`src/rtl/i2c_pkg.sv`:
```
// Shared constants for the I2C register-access controller: byte-engine command
// bits, FSM state encoding and the default watchdog limit.
package i2c_pkg;

   localparam logic [4:0] CMD_START = 5'b0_0001;
   localparam logic [4:0] CMD_WRITE = 5'b0_0010;
   localparam logic [4:0] CMD_READ  = 5'b0_0100;
   localparam logic [4:0] CMD_STOP  = 5'b0_1000;
   localparam logic [4:0] CMD_ACK   = 5'b1_0000;

   localparam logic [15:0] TIMEOUT_CYC_DEF = 16'd20000;

   typedef enum logic [2:0] {
      ST_IDLE   = 3'd0,
      ST_DEV_W  = 3'd1,
      ST_REG    = 3'd2,
      ST_WDATA  = 3'd3,
      ST_RSTART = 3'd4,
      ST_RDATA  = 3'd5,
      ST_RESP   = 3'd6
   } state_e;

   // Bytes the master transmits; only these carry a slave ACK bit worth sampling.
   function automatic logic is_wr_byte(input state_e s);
      return (s == ST_DEV_W) || (s == ST_REG) || (s == ST_WDATA) || (s == ST_RSTART);
   endfunction

endpackage

```
`src/rtl/i2c_reg_ctrl.sv`:
```
// I2C register read/write sequencer driving a byte engine that sits beside it.
// Optional engine-response watchdog enabled by defining I2C_TIMEOUT_EN.
//
// state   | meaning
// IDLE    | req_rdy high, waiting for a request
// DEV_W   | device address + write bit, with START
// REG     | register address byte
// WDATA   | write data byte, with STOP
// RSTART  | repeated START, device address + read bit
// RDATA   | read one byte, master NACK, STOP
// RESP    | one-cycle completion pulse
// Each byte state has an ISSUE cycle (wait_q=0) and a WAIT phase (wait_q=1).
module i2c_reg_ctrl
   import i2c_pkg::*;
#(
   parameter logic [15:0] TIMEOUT_CYC = TIMEOUT_CYC_DEF
) (
   input  logic       sys_clk,
   input  logic       sys_rst_n,
   input  logic       req_vld,
   output logic       req_rdy,
   input  logic       req_rw,
   input  logic [6:0] req_dev,
   input  logic [7:0] req_reg,
   input  logic [7:0] req_wdata,
   output logic       resp_vld,
   output logic [7:0] resp_rdata,
   output logic       resp_nack,
   output logic       resp_tmo,
   output logic [4:0] eng_cmd,
   output logic       eng_cmd_vld,
   output logic [7:0] eng_wr_data,
   input  logic [7:0] eng_rd_data,
   input  logic       eng_rd_data_vld,
   input  logic       eng_rev_ack,
   input  logic       eng_done
);

   state_e     state_q, state_d;
   logic       wait_q, wait_d;
   logic       rw_q;
   logic [6:0] dev_q;
   logic [7:0] reg_q, wdata_q;
   logic       nack_q;
   logic [7:0] rdata_q;
   logic       byte_st, issue, accept, tmo_hit;

   assign byte_st = (state_q != ST_IDLE) && (state_q != ST_RESP);
   assign issue   = byte_st && !wait_q;
   assign accept  = (state_q == ST_IDLE) && req_vld;

`ifdef I2C_TIMEOUT_EN
   logic [15:0] wd_q;
   logic        tmo_q;

   // Abort on the cycle the counter would reach TIMEOUT_CYC-1, so RESP lands
   // exactly TIMEOUT_CYC cycles after the ISSUE cycle.
   assign tmo_hit = byte_st && wait_q && !eng_done
                    && ((wd_q + 16'd1) == (TIMEOUT_CYC - 16'd1));

   always_ff @(posedge sys_clk or negedge sys_rst_n) begin
      if (!sys_rst_n) begin
         wd_q  <= '0;
         tmo_q <= 1'b0;
      end else begin
         wd_q <= (byte_st && wait_q) ? wd_q + 16'd1 : 16'd0;
         if (accept)
            tmo_q <= 1'b0;
         else if (tmo_hit)
            tmo_q <= 1'b1;
      end
   end

   assign resp_tmo = tmo_q;
`else
   logic unused_tmo;
   assign unused_tmo = ^TIMEOUT_CYC;
   assign tmo_hit    = 1'b0;
   assign resp_tmo   = 1'b0;
`endif

   always_ff @(posedge sys_clk or negedge sys_rst_n) begin
      if (!sys_rst_n) begin
         state_q <= ST_IDLE;
         wait_q  <= 1'b0;
      end else begin
         state_q <= state_d;
         wait_q  <= wait_d;
      end
   end

   always_comb begin
      state_d = state_q;
      wait_d  = wait_q;
      case (state_q)
         ST_IDLE: begin
            wait_d = 1'b0;
            if (req_vld)
               state_d = ST_DEV_W;
         end
         ST_RESP: begin
            state_d = ST_IDLE;
            wait_d  = 1'b0;
         end
         default: begin
            if (!wait_q) begin
               wait_d = 1'b1;
            end else if (eng_done) begin
               wait_d = 1'b0;
               case (state_q)
                  ST_DEV_W:  state_d = ST_REG;
                  ST_REG:    state_d = rw_q ? ST_RSTART : ST_WDATA;
                  ST_RSTART: state_d = ST_RDATA;
                  default:   state_d = ST_RESP;
               endcase
            end else if (tmo_hit) begin
               state_d = ST_RESP;
               wait_d  = 1'b0;
            end
         end
      endcase
   end

   always_comb begin
      req_rdy     = (state_q == ST_IDLE);
      resp_vld    = (state_q == ST_RESP);
      eng_cmd_vld = issue;
      eng_cmd     = '0;
      eng_wr_data = '0;
      if (issue) begin
         case (state_q)
            ST_DEV_W: begin
               eng_cmd     = CMD_START | CMD_WRITE;
               eng_wr_data = {dev_q, 1'b0};
            end
            ST_REG: begin
               eng_cmd     = CMD_WRITE;
               eng_wr_data = reg_q;
            end
            ST_WDATA: begin
               eng_cmd     = CMD_WRITE | CMD_STOP;
               eng_wr_data = wdata_q;
            end
            ST_RSTART: begin
               eng_cmd     = CMD_START | CMD_WRITE;
               eng_wr_data = {dev_q, 1'b1};
            end
            ST_RDATA: eng_cmd = CMD_READ | CMD_ACK | CMD_STOP;
            default: ;
         endcase
      end
   end

   always_ff @(posedge sys_clk or negedge sys_rst_n) begin
      if (!sys_rst_n) begin
         rw_q    <= 1'b0;
         dev_q   <= '0;
         reg_q   <= '0;
         wdata_q <= '0;
         nack_q  <= 1'b0;
         rdata_q <= '0;
      end else begin
         if (accept) begin
            rw_q    <= req_rw;
            dev_q   <= req_dev;
            reg_q   <= req_reg;
            wdata_q <= req_wdata;
            nack_q  <= 1'b0;
         end else if (byte_st && wait_q && eng_done && is_wr_byte(state_q)) begin
            nack_q <= nack_q | eng_rev_ack;
         end
         if ((state_q == ST_RDATA) && eng_rd_data_vld)
            rdata_q <= eng_rd_data;
      end
   end

   assign resp_rdata = rdata_q;
   assign resp_nack  = nack_q;

endmodule

```
`config.mk`:
```
export PLATFORM = sky130hd
export DESIGN_NAME = i2c_reg_ctrl
export DESIGN_NICKNAME = d
export VERILOG_FILES = /design/src/rtl/i2c_pkg.sv /design/src/rtl/i2c_reg_ctrl.sv
export SDC_FILE = /design/constraint.sdc
export NUM_CORES = 1
export LEC_CHECK = 0
export CAP_MARGIN = 20
export CORE_MARGIN = 3
export CORE_UTILIZATION = 48
export DETAILED_ROUTE_END_ITERATION = 16
export PLACE_DENSITY = 0.94
export REMOVE_ABC_BUFFERS = 1
export SLEW_MARGIN = 10
export SYNTH_ARGS = -nofsm -noshare
export SYNTH_HDL_FRONTEND = slang
export SYNTH_SLANG_ARGS = --single-unit
```
`constraint.sdc`:
```
create_clock -name sys_clk -period 3.3 [get_ports sys_clk]
set_input_delay 0.66 -clock sys_clk [delete_from_list [all_inputs] [get_ports sys_clk]]
set_output_delay 0.66 -clock sys_clk [all_outputs]
set_load 0.005 [all_outputs]
```
Word level (Yosys, flattened, before mapping)
Index checks and enable logic that the tools add are counted.

operators by class
  bitwise operators = 1
  add/subtract/negate cells = 0
  divide/modulo/power cells = 0
  reductions and logical operators = 19
  $mul = 0
  muxes and demuxes = 15
  equal/unequal tests = 8
  order comparisons = 0
  shifts and indexed selects = 0

operators by type and width
  cell                                            count
  case mux 8 bit (4 select lines)                 1
  case mux 5 bit (4 select lines)                 1
  2-to-1 mux 3 bit                                4
  == test 3 bit (second input constant)           3
  case mux 3 bit (3 select lines)                 1
  nonzero test 3 bit                              3
  2-to-1 mux 8 bit                                1
  logical AND 1 bit                               7
  == test 3 x 2 -> 1 bit (second input constant)  2
  case mux 3 bit (2 select lines)                 1
  2-to-1 mux 1 bit                                5
  2-to-1 mux 5 bit                                1
  OR reduction 2 bit                              2
  == test 3 x 1 -> 1 bit (second input constant)  1
  zero test 3 bit                                 1
  logical OR 1 bit                                3
  inequality test 3 bit (second input constant)   1
  AND reduction 3 bit                             1
  inequality test 2 bit (second input constant)   1
  nonzero test 2 bit                              1
  zero test 1 bit                                 1
  OR 1 bit                                        1

word-level totals
  input bits = 38
  memory bits (writable) = 0
  memory bits (read-only) = 0
  output and inout port bits = 26
  bits in latches = 0
  register bits after elaboration = 37
  logic and storage cells = 51
  memories kept = 0

Depth between registers and ports, before layout
  word-level depth = 7
  depth in mapped cells = 7
  mapped depth without buffers = 3

Least setup slack after synthesis
OpenSTA, ideal clock, no wires.

  kind = flip-flop to output port
  start = register state_q[0]
  end = output port eng_wr_data[1]
  data required time = 2.640 ns
  slack = 1.306 ns
  stages on the path, launching flop included = 6
  arrival time = 1.334 ns
  buffers on the path = 2
  path through = dfrtp_1 buf_4 o21ai_0 or3b_1 clkbuf_1 a21oi_1

between the ends
  cells in the longest elaborated chain, start to end = 4
  elaborated cells on any way between the ends = 10
  classes of those cells = 5 x eq/ne; 2 x mux; 3 x reduce/logical

ends and longest elaborated chain
  what                                                                                     line                 text
  start, declared                                                                          i2c_reg_ctrl.sv:39   state_e state_q, state_d;
  start signal, assigned                                                                   i2c_reg_ctrl.sv:87   state_q <= state_d;
  parallel branches: the longest is 3 deep, another holds case mux 8 bit (4 select lines)  --
  2-to-1 mux 8 bit *                                                                       i2c_reg_ctrl.sv:130  if (issue) begin
  end, declared                                                                            i2c_reg_ctrl.sv:32   output logic [7:0] eng_wr_data,

Every way passes the cells marked *.

Final worst setup path
  start = register state_q[0]
  end = output port eng_wr_data[4]

The elaborated chain is that of the path after synthesis.

==> results <==
- The cts-stage hold buffer count is 0.
- The kind of capture point of the worst setup path is a primary output.
- The number of placement rows is 21.
- The routed design could run at a clock period as short as 3.05 ns.
- The hold violation total from the final report is 0.
- The number of buffers on the longest clock path is 2.
- The synthesized area divided by synthesized cell count is 11.9 um2.
- The first global-routing pass estimated 6.62 mm of wire.
- Of the total synthesized cell area, the portion taken by AND, OR, NAND and NOR gates is 0.113.
- The adder-cell share of the synthesized area is 0.
- Traced cell by cell, the critical path runs through o21ai_0, or3b_1, a21oi_1, clkdlybuf4s50_1.
- The overflow left after global routing is 0.
- Setup repair after global routing left no endpoint under its margin.
- The initial DRC count is 124.
- The floorplan step set the die width to 67.7 um.
- The starting utilization of the core area is 0.522.
- At the end of the flow, the number of nets in the layout was 251.
- The standby leakage power is 1.01 nW.
- The quantity of gates resized following cts is 0.
- Entering global routing, the biggest net connects 38 pins.
- The worst pin sits at a relative slew slack of 0.459.
- The count of buffer and inverter cells on the critical path is 1.
- Setup violations remaining at the end of the flow were counted as 0.
- Of the total synthesized cell area, the portion taken by XOR and XNOR cells is 0.00480.
- The path category of the worst min-delay check is in -> async.
- From bottom edge to top edge, the die measures 67.7 um.
- The core area is 3490 um2.
- For the pin with the worst max-slew slack, the measured transition is 0.811 ns.
- The worst clock skew is 0.00435 ns.
- The share of the synthesized area in compound gates (AO/OA/AOI/OAI) is 0.0829.
- After technology mapping, the gate count stands at 153.
- The detail route stage leaves a number of antenna-violating nets equal to 0.
- The smallest setup slack after layout is 0.247 ns.
- For this block, the via count after detailed routing is 1437.
- Counting every sink on the clock net gives 37.
- Of the available clock period, the critical path in the final layout requires 0.925.
- The run finished with clean final reports.
- In this design, the largest share of critical-path delay is due to flip-flops.
- The area of the multi-input gates is 810 um2.
- The clock-pin slew on the worst setup and hold paths is 0.08 ns.
- The peak clock frequency supported by timing is 328 MHz.
- The power consumption is 2.24 mW.
- The tool flagged a number of max-cap violations equal to 0.
- After detailed placement, the design holds a cell count of 252.
- The number of global-route vias before repair is 1402.
- The placed instances occupy a cell area of 2440 um2.
- The worst-path cell with the longest stage delay is dfrtp_1.
- The number of DRC violations after detailed routing is 0.
- The global routing stage identified its most utilized layer as met2.
- The die area is 4580 um2.
- Wires add up to 4.08 mm.
- The fill cell instance count of the final layout is 247.
- The tightest hold path in the finished design has a slack of 0.458 ns.
- The count of inserted antenna diode cells is 0.
- The critical path class is reg -> out.
- The number of clock buffers added by TritonCTS is 5.
- The routed wirelength normalized by instance count is 15.7 um.
- The global placer's final weighted congestion is 0.779.
- In this run the worst path has a maximum fanout of 16.
- The layout-stage area growth over the synthesis result is 38.3%.
- The startpoint type of the worst setup path is a flop.
- The sequential cells in the finished layout cover a total of 926 um2.
- The data required time at the worst endpoint is 2.64 ns.
- The final core utilization is 0.723.
- The HPWL after detailed placement is 2.94 mm.
- For this design the ratio of total power to cell area is 888 nW/um2.
- The combinational family with the most area after synthesis is multiplexers.
- Once layout is done, the placed cells without fillers occupy 2520 um2.
- The portion of synthesized area spent on multiplexers is 0.241.
- After synthesis the cells add up to 1830 um2.
- The flip-flop and latch count after synthesis is 37.
- On the worst path, the slowest cell contributes a delay of 0.58 ns.
- Clock tree synthesis selected as its root buffer the cell clkbuf_8.
- The total count of max-transition violations in the final report is 0.
- The initial antenna violation count came to 0.
- The global-route met1 utilization is 0.249.
- Leaving out filler cells and counting taps, the final layout contains 260.
- The insertion delay to the later sink of the worst-skew pair is 0.29 ns.
- OpenSTA, run right after detailed placement, puts the worst setup slack at 0.579 ns.
- The total negative slack is 0 ns.
- The number of buffers inserted by port buffering is 62.
- TritonCTS built the clock tree.
- Across every metal layer, demand over resource in global routing totals 0.198.
- For met2 alone, demand over resource in global routing was 0.309.
- 64 I/O pins were placed.
- The number of setup buffers added after CTS is 0.
- The first detailed-routing pass took 4 iterations.
- The global routing usage on met3 is 0.0865.
- The count of synthesis-stage warnings from yosys is 0.
- The fraction of final layout cells sized beyond drive strength 1 is 0.238.
- Counting distinct cell types in the post-synthesis netlist gives 27.
- Of the synthesized area, sequential elements account for 0.507.
- The critical path data arrival time is 2.39 ns.
- The H-tree was split into 2 levels.
- The routed via count divided by cell count is 5.53.
- VDD sags by at most 0.497 mV.
==> power breakdown <==
part           total, mW  switching, mW  internal [mW]  leakage, nW
logic               1.04          0.396          0.641        0.522
clock network      0.310          0.164          0.146       0.0439
registers          0.895          0.212          0.684        0.442
total               2.24          0.772           1.47         1.01
==> registers in the layout (all words and copies together), names as in the netlist <==
| name | flops |
|---|---|
| rw_q | 1 |
| resp_nack | 1 |
| wdata_q | 8 |
| reg_q | 8 |
| resp_rdata | 8 |
| wait_q | 1 |
| dev_q | 7 |
| state_q | 3 |
==> final timing paths <==
check,start,endpoint,slack [ns],depth (start not counted)
max in group asynchronous,sys_rst_n,resp_nack,2.33,1
min reg2reg,reg_q[0],reg_q[0],0.51,1
min,sys_rst_n,wdata_q[6],0.46,1
min in group sys_clk,reg_q[0],reg_q[0],0.51,1
max,state_q[0],eng_wr_data[4],0.25,4
max reg2reg,state_q[0],wdata_q[1],1.21,3
==> Yosys cell counts <==
cell type | number | area (um2)
buf_2 | 3 | 15.0
or4_1 | 1 | 7.51
buf_6 | 2 | 22.5
nand2_1 | 9 | 33.8
buf_4 | 4 | 30.0
nand2b_1 | 4 | 25.0
mux2_2 | 38 | 428
nor4b_4 | 1 | 23.8
nand3_1 | 4 | 20.0
nor3_1 | 3 | 15.0
nand4_1 | 1 | 6.26
nor3b_2 | 1 | 12.5
inv_1 | 4 | 15.0
and2_1 | 1 | 6.26
dfrtp_1 | 37 | 926
conb_1 | 1 | 3.75
mux2_1 | 1 | 11.3
nor2_1 | 6 | 22.5
and3_1 | 1 | 6.26
o21ai_0 | 1 | 5.00
xnor2_1 | 1 | 8.76
or3b_1 | 1 | 8.76
a21oi_1 | 12 | 60.1
nor2b_1 | 3 | 18.8
clkbuf_1 | 2 | 7.51
a31oi_1 | 4 | 25.0
a32oi_1 | 7 | 61.3
==> worst register-to-register path, delay by kind of cell, from the launching register on <==
kind / cells / cell delay (ns)
AND/OR/NAND/NOR: 1 / 0.65
flip-flops: 1 / 0.58
multiplexers: 1 / 0.38
buffers and inverters: 1 / 0.37
==> per-layer routing <==
layer  vias to the layer above  routed length, um  share of wire
met5                         -                  0              0
met4                         0                 53          0.013
met3                         7                382          0.094
met2                        58               1990           0.49
met1                       705               1650           0.40
li1                        667                  -              -
==> area by class of cell <==
cell class,count,area share
flip-flops and latches,37,0.367
inverters,4,0.00595
clock buffers,5,0.0273
clock inverters,3,0.00694
repair buffers,64,0.250
multi-input cells,101,0.321
well taps,46,0.0228
==> logic make-up after synthesis <==
| family | count (synthesis) |
|---|---|
| multiplexers | 39 |
| flip-flops | 37 |
| buffers and inverters | 15 |
| XOR/XNOR | 1 |
| other | 1 |
| AND/OR/NAND/NOR | 36 |
| AO/OA/AOI/OAI | 24 |
==> cell usage in the layout (no fill, tap or decap), drive strengths merged <==
| cell | Yosys | routed |
|---|---|---|
| nand2 | 9 | 9 |
| xnor2 | 1 | 1 |
| clkinvlp | 0 | 1 |
| nand2b | 4 | 4 |
| o21ai | 1 | 1 |
| nand4 | 1 | 1 |
| inv | 4 | 4 |
| a21oi | 12 | 12 |
| buf | 9 | 3 |
| nor3b | 1 | 1 |
| or4 | 1 | 1 |
| dfrtp | 37 | 37 |
| clkdlybuf4s50 | 0 | 61 |
| and3 | 1 | 1 |
| nor3 | 3 | 3 |
| clkbuf | 2 | 5 |
| a32oi | 7 | 7 |
| nor2 | 6 | 6 |
| a31oi | 4 | 4 |
| and2 | 1 | 1 |
| nor2b | 3 | 3 |
| or3b | 1 | 1 |
| nor4b | 1 | 1 |
| mux2 | 39 | 39 |
| nand3 | 4 | 4 |
| conb | 1 | 1 |
| clkinv | 0 | 2 |
(Power assumes the default switching activity.)
